## src/rtl/platform_landing_detector.sv

```systemverilog
// Once per frame, scans the platform arrays against a snapshot of the doodle and reports the first landing.
// Optional macro LANDING_SCORE_EN adds a saturating 16-bit landing counter output (score).
module platform_landing_detector #(
    parameter int N_PLAT      = 8,
    parameter int PLAT_HALF_W = 20,
    parameter int PLAT_HALF_H = 4,
    parameter int DOODLE_HALF = 12
) (
    input  logic                      Clk,
    input  logic                      Reset,
    input  logic                      frame_clk,
    input  logic [9:0]                Doodle_X,
    input  logic [9:0]                Doodle_Y,
    input  logic [9:0]                Doodle_Y_Motion,
    input  logic [9:0]                Platform_X_in [N_PLAT],
    input  logic [9:0]                Platform_Y_in [N_PLAT],
    output logic                      land_valid,
    output logic [$clog2(N_PLAT)-1:0] land_idx,
    output logic [9:0]                land_Y,
    output logic                      scan_done,
    output logic                      busy,
    output logic                      overrun
`ifdef LANDING_SCORE_EN
    ,
    output logic [15:0]               score
`endif
);

    localparam int IDX_W = $clog2(N_PLAT);
    localparam logic [IDX_W-1:0] LAST_IDX = IDX_W'(N_PLAT - 1);

    localparam logic [1:0] ST_IDLE   = 2'd0;
    localparam logic [1:0] ST_LATCH  = 2'd1;
    localparam logic [1:0] ST_SCAN   = 2'd2;
    localparam logic [1:0] ST_REPORT = 2'd3;

    localparam logic [9:0]  REACH_X   = 10'(PLAT_HALF_W + DOODLE_HALF);
    localparam logic [10:0] HALF_H11  = 11'(PLAT_HALF_H);
    localparam logic [10:0] DOODLE11  = 11'(DOODLE_HALF);
    localparam logic [9:0]  SNAP_OFS  = 10'(PLAT_HALF_H + DOODLE_HALF);

    logic [1:0]       state_reg;
    logic             frame_clk_q;
    logic [IDX_W-1:0] idx_reg;
    logic             found_reg;
    logic [IDX_W-1:0] hit_idx_reg;
    logic [9:0]       hit_y_reg;

    logic [9:0] doodle_x_reg;
    logic [9:0] doodle_y_reg;
    logic [9:0] motion_reg;
    logic [9:0] plat_x_reg [N_PLAT];
    logic [9:0] plat_y_reg [N_PLAT];

    logic        start;
    logic [9:0]  cur_px;
    logic [9:0]  cur_py;
    logic [9:0]  dx_abs;
    logic [10:0] bottom;
    logic [10:0] top;
    logic [10:0] reach;
    logic        cur_hit;
    logic [9:0]  cur_y;

    assign start = frame_clk & ~frame_clk_q;
    assign busy  = (state_reg != ST_IDLE);
    assign cur_px = plat_x_reg[idx_reg];
    assign cur_py = plat_y_reg[idx_reg];

    // Hit test on the snapshot; 11-bit sums cannot overflow and top saturates at 0.
    always_comb begin
        dx_abs  = (doodle_x_reg >= cur_px) ? (doodle_x_reg - cur_px) : (cur_px - doodle_x_reg);
        bottom  = {1'b0, doodle_y_reg} + DOODLE11;
        top     = ({1'b0, cur_py} >= HALF_H11) ? ({1'b0, cur_py} - HALF_H11) : 11'd0;
        reach   = top + {1'b0, motion_reg};
        cur_hit = ($signed(motion_reg) > 10'sd0) && (dx_abs <= REACH_X) &&
                  (top <= bottom) && (bottom <= reach);
        cur_y   = cur_py - SNAP_OFS;
    end

    // Snapshot is taken only in LATCH so mid-scan input changes are invisible.
    always_ff @(posedge Clk) begin
        if (state_reg == ST_LATCH) begin
            doodle_x_reg <= Doodle_X;
            doodle_y_reg <= Doodle_Y;
            motion_reg   <= Doodle_Y_Motion;
            for (int i = 0; i < N_PLAT; i++) begin
                plat_x_reg[i] <= Platform_X_in[i];
                plat_y_reg[i] <= Platform_Y_in[i];
            end
        end
    end

    always_ff @(posedge Clk) begin
        if (Reset) begin
            state_reg   <= ST_IDLE;
            frame_clk_q <= 1'b0;
            idx_reg     <= '0;
            found_reg   <= 1'b0;
            hit_idx_reg <= '0;
            hit_y_reg   <= '0;
            land_valid  <= 1'b0;
            land_idx    <= '0;
            land_Y      <= '0;
            scan_done   <= 1'b0;
            overrun     <= 1'b0;
`ifdef LANDING_SCORE_EN
            score       <= 16'd0;
`endif
        end else begin
            frame_clk_q <= frame_clk;
            land_valid  <= 1'b0;
            scan_done   <= 1'b0;
            if (start && busy) begin
                overrun <= 1'b1;
            end
            case (state_reg)
                ST_IDLE: begin
                    if (start) begin
                        state_reg <= ST_LATCH;
                    end
                end
                ST_LATCH: begin
                    idx_reg   <= '0;
                    found_reg <= 1'b0;
                    state_reg <= ST_SCAN;
                end
                ST_SCAN: begin
                    if (cur_hit && !found_reg) begin
                        found_reg   <= 1'b1;
                        hit_idx_reg <= idx_reg;
                        hit_y_reg   <= cur_y;
                    end
                    idx_reg <= idx_reg + 1'b1;
                    // Result registers load on the edge into REPORT so the pulses coincide with it.
                    if (idx_reg == LAST_IDX) begin
                        state_reg  <= ST_REPORT;
                        scan_done  <= 1'b1;
                        land_valid <= found_reg | cur_hit;
                        if (found_reg) begin
                            land_idx <= hit_idx_reg;
                            land_Y   <= hit_y_reg;
                        end else if (cur_hit) begin
                            land_idx <= idx_reg;
                            land_Y   <= cur_y;
                        end
`ifdef LANDING_SCORE_EN
                        if ((found_reg | cur_hit) && (score != 16'hFFFF)) begin
                            score <= score + 16'd1;
                        end
`endif
                    end
                end
                default: begin
                    state_reg <= ST_IDLE;
                end
            endcase
        end
    end

endmodule
```

## config.mk

```make
export PLATFORM = sky130hd
export DESIGN_NAME = platform_landing_detector
export DESIGN_NICKNAME = d
export VERILOG_FILES = /design/src/rtl/platform_landing_detector.sv
export SDC_FILE = /design/constraint.sdc
export NUM_CORES = 1
export LEC_CHECK = 0
export ABC_AREA = 1
export BUFFER_PORTS_ARGS = -buffer_cell sky130_fd_sc_hd__buf_2
export CAP_MARGIN = 20
export CORE_MARGIN = 4
export CORE_UTILIZATION = 62
export CTS_BUF_LIST = sky130_fd_sc_hd__clkbuf_4
export CTS_CLUSTER_SIZE = 40
export DETAILED_ROUTE_END_ITERATION = 10
export PLACE_DENSITY = 0.95
export RECOVER_POWER = 25
export SLEW_MARGIN = 20
export SYNTH_ARGS = -nofsm -noshare
export SYNTH_HDL_FRONTEND = slang
export SYNTH_SLANG_ARGS = --single-unit
```

## constraint.sdc

```tcl
create_clock -name Clk -period 8.8 [get_ports Clk]
set_clock_uncertainty 0.15 [all_clocks]
set_input_delay 1.32 -clock Clk [delete_from_list [all_inputs] [get_ports Clk]]
set_output_delay 1.32 -clock Clk [all_outputs]
set_load 0.005 [all_outputs]
```

[After elaboration in Yosys (flattened, before gate mapping)]
Memories as Yosys holds them, arrays and structs flattened. A register that Yosys moved wholly into a read port is not among the register bits.
Index checks and enable logic that the tools add are counted.
Storage, ports and cells
  register bits: 66
  latch bits: 0
  RAM bits: 160
  memory bits (read-only): 0
  input port bits: 193
  output and inout bits: 17
  memories: 2
Memories
  plat_x_reg: depth 8, bits a word 10, read ports 1, clocked after memory_dff 1, wr ports 8, RTL line 52  | logic [9:0] plat_x_reg [N_PLAT];
  plat_y_reg: depth 8, bits a word 10, read ports 1, clocked after memory_dff 1, wr ports 8, RTL line 53  | logic [9:0] plat_y_reg [N_PLAT];
Cells by class
  add/sub/neg operators: 7
  multipliers: 0
  divide/modulo/power cells: 0
  $lt $le $gt $ge: 6
  equality and inequality tests: 6
  shift-type cells: 0
  multiplexer cells: 19
  bitwise logic cells: 5
  reduce and logical (&&, ||, !) cells: 16
Operators with widths (number)
  10-bit 2-to-1 mux: 3
  11-bit less-or-equal comparator: 2
  10-bit subtractor: 2
  3-bit 2-to-1 mux: 6
  10-bit by 4-bit adder with 11-bit output, second input constant: 1
  11-bit by 10-bit adder with 11-bit output: 1
  11-bit 2-to-1 mux: 1
  10-bit by 3-bit subtractor with 11-bit output, second input constant: 1
  10-bit greater-or-equal comparator: 1
  10-bit by 3-bit greater-or-equal comparator with 1-bit output, second input constant: 1
  10-bit by 1-bit > comparator with 1-bit output, second input constant: 1
  10-bit by 6-bit less-or-equal comparator with 1-bit output, second input constant: 1
  10-bit by 5-bit subtractor with 10-bit output, second input constant: 1
  2-bit inequality test, second input constant: 3
  2-bit one-hot mux with 3 select lines: 1
  3-bit one-hot mux with 2 select lines: 1
  2-bit AND reduction: 3
  2-bit nonzero test: 3
  1-bit logical AND: 5
  1-bit 2-to-1 mux: 4
  2-bit 2-to-1 mux: 2
  3-bit by 1-bit adder with 3-bit output, second input constant: 1
  3-bit equality test, second input constant: 1
  1-bit NOT: 3
  other kinds (10): 10

[Longest topological paths before layout]
Gate-level depths: netlist of the first run.
  word-level depth: 9
  gate-level depth with buffers: 43
  mapped depth without buffers: 40

[Worst setup path after synthesis of the first run]
OpenSTA, ideal clock, no wires.
  path kind: flip-flop to flip-flop
  start point: register state_reg[1]
  end point: register found_reg
  data arrival time: 5.598 ns
  required time: 8.531 ns
  slack: 2.933 ns
  stages on the path, launching flop included: 5
  clock period less this slack: 5.867 ns
  cells stage by stage: dfxtp_1 inv_1 ha_1 o21ai_0 and3_1
On the way
  word-level cells in the longest chain between the ends: 3
  elaborated cells on any way between the ends: 6
  classes of those cells: eq/ne: 3; mux: 1; reduce/logical: 2
RTL lines
  start, declared: RTL line 42  | logic [1:0] state_reg;
  start signal, assigned: RTL line 96  | state_reg <= ST_IDLE;
  start signal, assigned: RTL line 120  | state_reg <= ST_LATCH;
  start signal, assigned: RTL line 126  | state_reg <= ST_SCAN;
  2-bit equality test / 2-bit by 1-bit equality test with 1-bit output (equally long branches): RTL line 117  | case (state_reg)
  2-bit inequality test (no source line) / 2-bit nonzero test (equally long branches)
  2-bit AND reduction (no source line)
  end signal, assigned: RTL line 99  | found_reg <= 1'b0;
  end signal, assigned: RTL line 125  | found_reg <= 1'b0;
  end signal, assigned: RTL line 130  | found_reg <= 1'b1;
  end, declared: RTL line 45  | logic found_reg;
Parallel ways exist; a longest one is shown, timed or not.
A chain may end at the register's enable or synchronous reset.

==> results.rst, run 1 <==
.. list-table::
   :header-rows: 1

   * - Metric
     - Value
   * - Fin crit period
     - 6.879 ns
   * - Total grt overflow
     - 0
   * - Longest individual stage delay on the worst path
     - 0.65 ns
   * - Number of detailed-routing iterations run before antenna repair
     - 8
   * - Standard cell core area
     - 0.01754 mm2
   * - Slack of the critical path
     - 1.921 ns
   * - GRT Total Usage
     - 28.93%
   * - Area growth syn-to-layout
     - 17.19%
   * - Number of port buffers
     - 209
   * - Post-detailed-placement half-perimeter wirelength
     - 20,900 um
   * - Data required time at the worst endpoint
     - 9.20 ns
   * - Via count
     - 9,365
   * - Crit Path Class
     - flop to flop
   * - Post-synthesis instance area
     - 0.01123 mm2
   * - Final period utilization
     - 78.17%
   * - Count of buffers added by post-CTS timing repair for setup
     - 0
   * - Sinks on the clock net
     - 229
   * - Cell Count Post-Placement
     - 1,575
   * - Final cell utilization of the core
     - 75.04%
   * - Clk_lat worst skew
     - 0.70 ns
   * - Count of antenna-violating nets left after detailed routing
     - 0
   * - Max-cap viol count
     - 0
   * - Vias in the first global route
     - 9,365
   * - Relative max-transition margin
     - 31.87%
   * - Pwr/cell area
     - 313.9 mW/mm2
   * - Finish-stage setup viols
     - 0
   * - DRC Markers
     - 0
   * - Share of cells above drive strength 1
     - 21.16%
   * - Worst setup EP type
     - flop
   * - Top delay family on crit path
     - simple AND/OR/NAND/NOR gates
   * - Floorplan die area
     - 0.02033 mm2
   * - Fraction of synthesis flops using an asynchronous set or reset pin
     - 0%
   * - Number of instances in the synthesized netlist
     - 1,175
   * - I/O Pins
     - 210
   * - Die Ht
     - 142.6 um
   * - Final net count
     - 1,663
   * - Total Routed Length
     - 29,410 um
   * - Synthesized area per cell
     - 9.557 um2
   * - Critical Path Source Type
     - flop
   * - Maximum number of pins on one net before global-route repair
     - 81
   * - H-Tree Depth
     - 2
   * - Leading cell types by total area after synthesis
     - edfxtp_1 (51%), nand2_1 (7.1%), dfxtp_1 (7.0%)
   * - Number of clock buffers inserted by TritonCTS
     - 55
   * - Cell variety after synth
     - 38
   * - Clock-pin slew reported for the worst setup and hold paths after clock tree synthesis
     - 0.07 ns
   * - Number of warnings printed during yosys synthesis
     - 0
   * - Leakage
     - 5.962 nW
   * - Signal arrival time at the worst endpoint
     - 7.28 ns
   * - Sequential-to-total area share from yosys stat
     - 57.76%
   * - Hold path startpoint
     - hit_y_reg[8]
   * - CTS tree
     - yes
   * - Flip-flop cell with the highest count after synthesis
     - edfxtp_1
   * - Buffer and inverter count on the worst path
     - 4
   * - Antenna violations before repair
     - 7
   * - Maximum achievable frequency
     - 145.4 MHz
   * - Wire length of the first global-routing pass
     - 46,220 um
   * - Result of the run
     - complete, no violations
   * - CTS max path bufs
     - 3
   * - Post-synthesis register bit count
     - 229
   * - Top cell type's share of synthesized area
     - 50.81%
   * - Average wire per standard cell
     - 17.47 um
   * - EDFF count, synth
     - 190
   * - Synthesized Nets
     - 1,431
   * - Final Hold Vio Count
     - 0
   * - Count of non-filler cells in the finished layout
     - 1,683
   * - Most numerous cell on the critical path
     - nand2_1
   * - Worst slack at placement
     - 1.796 ns
   * - Path class of the lowest-slack min-delay path
     - flop to flop
   * - Peak ir drop on the vdd network
     - 0.0003385 V
   * - Clock Tree Root
     - clkbuf_4
   * - Standard cell with the maximum stage delay on the critical path
     - dfxtp_2
   * - Rows
     - 48
   * - Measured slew at the worst slew-check pin
     - 1.021 ns
   * - Pins over their slew limit
     - 0
   * - Worst hold margin
     - 0.2989 ns
   * - Number of DRC markers after the initial detailed-route iteration
     - 1,025
   * - Placer's final routability congestion estimate
     - 0.9471
   * - Largest fanout of any net on the critical path
     - 59
   * - Die Wd
     - 142.6 um
   * - Initial cell density of the core
     - 64.03%
   * - DR vias/cell
     - 5.564
   * - Post-CTS Resized
     - 0
   * - Hold-fix buffers, CTS
     - 0
   * - Setup repair after global routing missed its margin
     - false
   * - Cell type contributing the most total cell area after synthesis
     - edfxtp_1
   * - Setup total negative slack
     - 0 ns
-- cell families after synthesis --
group / Yosys count / synth area share (%)
flip-flops: 229 / 57.76
adder cells (fa/ha/maj): 63 / 7.086
buffers and inverters: 180 / 6.451
AND/OR/NAND/NOR: 472 / 16.98
AO/OA/AOI/OAI: 212 / 10.24
XOR/XNOR: 19 / 1.482
-- metal layers --
metal	part of all wire [%]	vias to the layer above	track usage, %	routed length [um]
li1	-	4464	-	-
met1	38	4296	35.87	11190
met5	0	-	0	0
met4	3.8	0	12.31	1126
met3	8.9	84	6.351	2631
met2	49	521	49.16	14460
-- worst paths after layout --
path | end | slack [ns] | cells past startpoint
min | hit_y_reg[8] | 0.30 | 2
max | hit_y_reg[4] | 1.92 | 34
max reg2reg | hit_y_reg[4] | 1.92 | 34
min reg2reg | hit_y_reg[8] | 0.30 | 2
-- worst min-delay path: cells and delay by family, from the launching register on --
kind	cells	cell delay, ns
AO/OA/AOI/OAI	1	0.05
buffers and inverters	1	0.05
flip-flops	1	0.31
-- Yosys cell counts, types with 2 or more instances --
| master | count |
|---|---|
| nor3_1 | 2 |
| nand3b_1 | 2 |
| nand4_1 | 8 |
| nor2_2 | 2 |
| nand2_2 | 5 |
| xor2_1 | 13 |
| edfxtp_1 | 190 |
| ha_1 | 62 |
| dfxtp_1 | 39 |
| a21oi_1 | 43 |
| buf_4 | 3 |
| nand2_1 | 213 |
| inv_1 | 139 |
| o221ai_1 | 2 |
| o21ai_1 | 3 |
| buf_2 | 12 |
| nor4_1 | 4 |
| inv_2 | 2 |
| xnor2_1 | 6 |
| a211oi_1 | 2 |
| o21a_1 | 4 |
| o21ai_2 | 2 |
| o31ai_1 | 2 |
| nand3_1 | 50 |
| buf_6 | 3 |
| a21boi_0 | 2 |
| o21ai_0 | 118 |
| clkbuf_1 | 21 |
| nor2_1 | 182 |
| o22ai_1 | 29 |
| o21bai_1 | 3 |
-- area by class of cell --
type,count,area (um2)
antenna,7,17.52
clock buffer,84,630.6
fill,1145,4377
multi-input combinational,766,4031
inverter,141,529.3
tap,225,281.5
clock inverter,17,117.6
sequential,229,6487
timing repair buffer,214,1065
-- stage by stage --
stage / total power, mW / instance area, um2
final: 4.130 / 13160
after global routing: 4.440 / 13160
after CTS: 4.115 / 13160
after floorplan: 2.819 / 11230
after detailed placement: 3.192 / 12410
after global placement: 3.131 / 12410
-- cells in the final DEF, fill, tap and decap left out, drive strengths merged, types with 8 or more instances in the layout --
| master | n |
|---|---|
| clkinv | 14 |
| buf | 199 |
| nand3 | 50 |
| edfxtp | 190 |
| o21ai | 123 |
| ha | 62 |
| nand2 | 219 |
| nor2 | 184 |
| inv | 143 |
| nand4 | 8 |
| a21oi | 43 |
| xor2 | 13 |
| o22ai | 29 |
| dfxtp | 39 |
| clkbuf | 99 |
-- where the power goes --
group	internal [mW]	switching [mW]
clock network	0.471	0.440
registers	1.49	0.103
logic	0.541	1.08
Power figures use the tool's default switching activity.
==> run 2, diff against run 1 <==
--- a/config.mk
+++ b/config.mk
@@ -9,11 +9,11 @@
 export BUFFER_PORTS_ARGS = -buffer_cell sky130_fd_sc_hd__buf_2
 export CAP_MARGIN = 20
 export CORE_MARGIN = 4
-export CORE_UTILIZATION = 62
+export CORE_UTILIZATION = 58
 export CTS_BUF_LIST = sky130_fd_sc_hd__clkbuf_4
 export CTS_CLUSTER_SIZE = 40
 export DETAILED_ROUTE_END_ITERATION = 10
-export PLACE_DENSITY = 0.95
+export PLACE_DENSITY = 0.92
 export RECOVER_POWER = 25
 export SLEW_MARGIN = 20
 export SYNTH_ARGS = -nofsm -noshare
==> constraint.sdc (replaced) <==
create_clock -name Clk -period 6.9 [get_ports Clk]
set_clock_uncertainty 0.15 [all_clocks]
set_input_delay 1.035 -clock Clk [delete_from_list [all_inputs] [get_ports Clk]]
set_output_delay 1.035 -clock Clk [all_outputs]
set_load 0.005 [all_outputs]
==> run 2 against run 1 <==
Net effect: flip-flop and latch count is the same; first-iteration DRC count shrank 10%; non-clock buffer count grew 2; final cell count grew 2.4%; clock power grew 20%; combinational power grew 28%; clock-buffer cell count shrank 4; total power grew 26%; die area grew 6.5%; critical path depth grew 4; worst hold slack lost 0.0031 ns; sequential power grew 27%; critical path type unchanged; largest cell class unchanged; largest power group unchanged.
==> results.rst, run 2 (same netlist as run 1, synthesis figures left out) <==
.. list-table::
   :header-rows: 1

   * - Metric
     - Value
   * - Result of the run
     - complete, no violations
   * - I/O Pins
     - 210
   * - Finish-stage setup viols
     - 0
   * - Wire length of the first global-routing pass
     - 44,520 um
   * - Most numerous cell on the critical path
     - nand2_1
   * - Standard cell with the maximum stage delay on the critical path
     - buf_6
   * - Total Routed Length
     - 28,770 um
   * - Measured slew at the worst slew-check pin
     - 1.067 ns
   * - Number of clock buffers inserted by TritonCTS
     - 57
   * - Maximum number of pins on one net before global-route repair
     - 82
   * - H-Tree Depth
     - 2
   * - Count of antenna-violating nets left after detailed routing
     - 0
   * - Global-route met3 utilization
     - 5.336%
   * - Area growth syn-to-layout
     - 17.69%
   * - Number of filler cells placed in the layout
     - 1,418
   * - Clock-pin slew reported for the worst setup and hold paths after clock tree synthesis
     - 0.06 ns
   * - Total area of sequential cells
     - 0.006487 mm2
   * - Via count
     - 9,397
   * - Vias in the first global route
     - 9,131
   * - DR vias/cell
     - 5.451
   * - Initial cell density of the core
     - 59.44%
   * - Final Hold Vio Count
     - 0
   * - Share of cells above drive strength 1
     - 21.34%
   * - Clk_lat worst skew
     - 0.68 ns
   * - Die Ht
     - 147.1 um
   * - Slack of the critical path
     - 0.6560 ns
   * - Leakage
     - 5.961 nW
   * - Die Wd
     - 147.1 um
   * - Cell area after layout
     - 0.01322 mm2
   * - Total grt overflow
     - 0
   * - Pwr/cell area
     - 393.6 mW/mm2
   * - Clock Tree Root
     - clkbuf_4
   * - Peak ir drop on the vdd network
     - 0.0002402 V
   * - Rows
     - 50
   * - Floorplan die area
     - 0.02165 mm2
   * - Antenna violations before repair
     - 11
   * - Fin crit period
     - 6.244 ns
   * - Total power consumption of the routed design
     - 5.202 mW
   * - Pins over their slew limit
     - 0
   * - Longest individual stage delay on the worst path
     - 0.44 ns
   * - Setup total negative slack
     - 0 ns
   * - Path class of the lowest-slack min-delay path
     - flop to flop
   * - Global route hottest layer
     - met2
   * - Maximum achievable frequency
     - 160.2 MHz
   * - Worst slack at placement
     - 0.3629 ns
   * - GRT met1 Usage
     - 32.50%
   * - Area post-placement
     - 0.01247 mm2
   * - Final cell utilization of the core
     - 69.95%
   * - Final net count
     - 1,667
   * - Number of DRC markers after the initial detailed-route iteration
     - 922
   * - Largest fanout of any net on the critical path
     - 80
   * - Number of port buffers
     - 209
   * - Hold-fix buffers, CTS
     - 0
   * - Cell Count Post-Placement
     - 1,612
   * - Area of the multi-input gates
     - 0.004044 mm2
   * - Average wire per standard cell
     - 16.69 um
   * - Data required time at the worst endpoint
     - 7.37 ns
   * - Leading cell type in the layout, fill and taps excluded
     - nand2_1
   * - Worst setup EP type
     - flop
   * - DRC Markers
     - 0
   * - Placer's final routability congestion estimate
     - 0.9210
   * - Global routing usage on met2
     - 42.86%
   * - GRT Total Usage
     - 25.70%
   * - Sinks on the clock net
     - 229
   * - Final period utilization
     - 90.49%
   * - CTS tree
     - yes
   * - Critical Path Source Type
     - flop
   * - Number of detailed-routing iterations run before antenna repair
     - 7
   * - Setup repair after global routing missed its margin
     - false
   * - Signal arrival time at the worst endpoint
     - 6.71 ns
   * - CTS max path bufs
     - 3
   * - Count of buffers added by post-CTS timing repair for setup
     - 0
   * - Count of non-filler cells in the finished layout
     - 1,724
   * - Most frequent cells in the layout
     - nand2_1 (213), buf_2 (200), edfxtp_1 (190)
   * - Max-cap viol count
     - 0
   * - Standard cell core area
     - 0.01889 mm2
   * - Crit Path Class
     - flop to flop
   * - Relative max-transition margin
     - 28.85%
   * - Post-detailed-placement half-perimeter wirelength
     - 20,670 um
   * - Worst hold margin
     - 0.2958 ns
run 2: changes by cell type in the layout (fill, tap and decap cells not counted), moves of 2 or more:
cell	previous run	this run
clkbuf_1	15	8
buf_2	194	200
clkinv_1	9	15
clkbuf_4	84	80
diode_2	7	11
inv_2	3	1
run 2: area by class of cell:
class / count / area share (%)
Sequential cell: 229 / 49.09
Multi-Input combinational cell: 766 / 30.60
Timing Repair Buffer: 216 / 8.255
Clock buffer: 80 / 4.544
Inverter: 141 / 4.052
Tap cell: 260 / 2.461
Clock inverter: 21 / 0.7952
Antenna cell: 11 / 0.2083
run 2: per-layer routing:
metal | wire length (um) | part of all wire [%] | up-vias
li1 | - | - | 4471
met1 | 11240 | 39 | 4357
met2 | 14060 | 49 | 500
met3 | 2559 | 8.9 | 69
met4 | 909 | 3.2 | 0
met5 | 0 | 0 | -
run 2: where the power goes:
part / total [mW] / internal, mW / switching [mW]
sequential: 2.03 / 1.91 / 0.122
combinational: 2.08 / 0.690 / 1.39
clock: 1.09 / 0.541 / 0.551
total: 5.20 / 3.14 / 2.06
run 2: timing repair:
item / 4_1_cts / 5_1_grt
setup endpoints to repair: 0 / 15
hold endpoints to repair: 0 / 0
resized for setup: 0 / 6
run 2: path summary, 6_finish.rpt:
kind | from | endpoint | slack [ns] | cells past startpoint
worst max-delay path | flop | land_Y[0] | 0.66 | 38
worst min-delay path | hit_y_reg[9] | hit_y_reg[9] | 0.30 | 2
worst max register to register | flop | land_Y[0] | 0.66 | 38
worst min register to register | hit_y_reg[9] | hit_y_reg[9] | 0.30 | 2
run 2: worst max-delay path, delay by kind of cell (launching register included):
kind	cells	cell delay, ns
flip-flops	1	0.36
AND/OR/NAND/NOR	25	3.08
buffers and inverters	3	0.58
XOR/XNOR	1	0.14
adder cells (fa/ha/maj)	3	0.91
AO/OA/AOI/OAI	6	0.90
==> run 3, diff against run 2 <==
--- a/config.mk
+++ b/config.mk
@@ -6,14 +6,14 @@
 export NUM_CORES = 1
 export LEC_CHECK = 0
 export ABC_AREA = 1
-export BUFFER_PORTS_ARGS = -buffer_cell sky130_fd_sc_hd__buf_2
 export CAP_MARGIN = 20
 export CORE_MARGIN = 4
-export CORE_UTILIZATION = 58
+export CORE_UTILIZATION = 63
 export CTS_BUF_LIST = sky130_fd_sc_hd__clkbuf_4
 export CTS_CLUSTER_SIZE = 40
 export DETAILED_ROUTE_END_ITERATION = 10
-export PLACE_DENSITY = 0.92
+export DONT_BUFFER_PORTS = 1
+export PLACE_DENSITY = 0.88
 export RECOVER_POWER = 25
 export SLEW_MARGIN = 20
 export SYNTH_ARGS = -nofsm -noshare
==> run 3 against run 2 <==
Net effect: clock power hardly changed; final area is 8.0% lower; global-route usage is 0.76 points higher; sequential power hardly changed; fmax is 1.1% higher; flip-flop and latch count stayed put; first-iteration DRC count is 31% lower; critical path type unchanged.
==> results.rst, run 3 (same netlist as run 1, synthesis figures left out) <==
.. list-table::
   :header-rows: 1

   * - Metric
     - Value
   * - Leakage
     - 5.153 nW
   * - Die Ht
     - 141.5 um
   * - Standard cell with the maximum stage delay on the critical path
     - buf_4
   * - Initial cell density of the core
     - 64.70%
   * - DRC Markers
     - 0
   * - DR vias/cell
     - 5.631
   * - Count of antenna-violating nets left after detailed routing
     - 0
   * - Most numerous cell on the critical path
     - nand2_1
   * - Rows
     - 48
   * - Wire length of the first global-routing pass
     - 41,660 um
   * - Clock-pin slew reported for the worst setup and hold paths after clock tree synthesis
     - 0.07 ns
   * - Clock Tree Root
     - clkbuf_4
   * - Worst setup EP type
     - flop
   * - Peak ir drop on the vdd network
     - 0.0003594 V
   * - Measured slew at the worst slew-check pin
     - 1.073 ns
   * - Most frequent cells in the layout
     - nand2_1 (213), edfxtp_1 (190), nor2_1 (182)
   * - Critical Path Source Type
     - flop
   * - Worst hold margin
     - 0.2747 ns
   * - Floorplan die area
     - 0.02003 mm2
   * - CTS max path bufs
     - 3
   * - GRT Total Usage
     - 26.45%
   * - H-Tree Depth
     - 2
   * - Placer's final routability congestion estimate
     - 0.9841
   * - Number of port buffers
     - 0
   * - Post-detailed-placement half-perimeter wirelength
     - 18,980 um
   * - Number of detailed-routing iterations run before antenna repair
     - 6
   * - Max-cap viol count
     - 0
   * - Pins over their slew limit
     - 0
   * - Leading cell type in the layout, fill and taps excluded
     - nand2_1
   * - Setup slack of the most critical reg-to-reg path
     - 0.72 ns
   * - Sinks on the clock net
     - 229
   * - Final Hold Vio Count
     - 0
   * - Vias in the first global route
     - 8,163
   * - Via count
     - 8,328
   * - I/O Pins
     - 210
   * - Antenna violations before repair
     - 11
   * - Number of clock buffers inserted by TritonCTS
     - 55
   * - Count of buffers added by post-CTS timing repair for setup
     - 0
   * - Finish-stage setup viols
     - 0
   * - Number of filler cells placed in the layout
     - 1,221
   * - Final cell utilization of the core
     - 70.03%
   * - Longest individual stage delay on the worst path
     - 0.35 ns
   * - Total power consumption of the routed design
     - 5.126 mW
   * - Total grt overflow
     - 0
   * - Share of cells above drive strength 1
     - 9.164%
   * - Area of the multi-input gates
     - 0.004044 mm2
   * - Data required time at the worst endpoint
     - 7.33 ns
   * - Result of the run
     - complete, no violations
   * - Clk_lat worst skew
     - 0.70 ns
   * - Maximum achievable frequency
     - 161.9 MHz
   * - Largest fanout of any net on the critical path
     - 32
   * - Fin crit period
     - 6.175 ns
   * - Final net count
     - 1,460
   * - Pwr/cell area
     - 421.8 mW/mm2
   * - Post-CTS Resized
     - 0
   * - Maximum number of pins on one net before global-route repair
     - 82
   * - End point of the critical path
     - land_Y[1]
   * - CTS tree
     - yes
   * - Total Routed Length
     - 26,830 um
   * - Standard cell core area
     - 0.01736 mm2
   * - Number of DRC markers after the initial detailed-route iteration
     - 639
   * - Path class of the lowest-slack min-delay path
     - input pin to flop
   * - Worst reg2reg endpoint
     - land_Y[1]
   * - Average wire per standard cell
     - 18.14 um
   * - Area growth syn-to-layout
     - 8.234%
   * - Die Wd
     - 141.5 um
   * - Crit Path Class
     - flop to flop
   * - Relative max-transition margin
     - 28.44%
   * - Signal arrival time at the worst endpoint
     - 6.61 ns
   * - Hold-fix buffers, CTS
     - 0
   * - Total area of sequential cells
     - 0.006487 mm2
   * - Final period utilization
     - 89.49%
   * - Worst-case reg-to-reg path depth
     - 38
[run 3: cell types whose count changed in the layout (fill, tap and decap cells not counted)]
cell and change:
buf_2 -200, buf_6 -1, buf_1 -1, clkinv_1 -5, buf_4 +4, clkbuf_8 +1, clkbuf_1 -8, clkinvlp_4 -1
inv_4 -1, inv_1 +1, clkbuf_4 +2, diode_2 -1, inv_6 +1, clkinv_4 -1
[run 3: area by class of cell]
class                           count  share of cell area (%)
Sequential cell                   229                   53.38
Inverter                          141                   4.365
Clock inverter                     15                  0.6691
Timing Repair Buffer               11                  0.7309
Clock buffer                       82                   5.065
Antenna cell                       10                  0.2059
Tap cell                          225                   2.316
Multi-Input combinational cell    766                   33.27
[run 3: critical path, delay by kind of cell (launching register included)]
kind	cells	cell delay (ns)
XOR/XNOR	1	0.15
adder cells (fa/ha/maj)	2	0.64
buffers and inverters	5	0.96
AND/OR/NAND/NOR	22	2.66
flip-flops	1	0.34
AO/OA/AOI/OAI	8	1.22
[run 3: worst min-delay path by stage]
stage / startpoint / to / slack, ns / cells after the start
global placement: hit_y_reg[5] / hit_y_reg[5] / 0.28 / 2
finish: Platform_Y_in[1] / plat_y_reg[7][1] / 0.27 / 0
detailed placement: hit_y_reg[7] / hit_y_reg[7] / 0.29 / 2
CTS: Platform_X_in[70] / plat_x_reg[0][0] / 0.23 / 0
floorplan: hit_y_reg[7] / hit_y_reg[7] / 0.27 / 2
global route: Platform_X_in[52] / plat_x_reg[2][2] / 0.22 / 0
[run 3: layer usage]
layer,share of wire [%],vias up,GRT usage [%]
li1,-,4057,-
met1,41,3817,33.20
met2,48,384,42.69
met3,8.1,68,8.291
met4,3.5,2,11.36
met5,0.048,-,0
[run 3: where the power goes]
part,internal [mW],switching [mW],leakage [nW]
clock network,0.549,0.536,0.417
logic,0.655,1.37,2.66
registers,1.91,0.109,2.07
total,3.11,2.02,5.15
[run 3: through the flow]
stage / std cells / cell area [um2] / TNS (ns) / setup slack, ns
floorplan: 1175 / 11230 / 0 / 1.033
global placement: 1372 / 11410 / 0 / 0.5535
detailed placement: 1372 / 11410 / 0 / 0.3299
CTS: 1469 / 12110 / 0 / 0.3275
global route: 1479 / 12150 / -0.03040 / -0.01558
finish: 1479 / 12150 / 0 / 0.7250
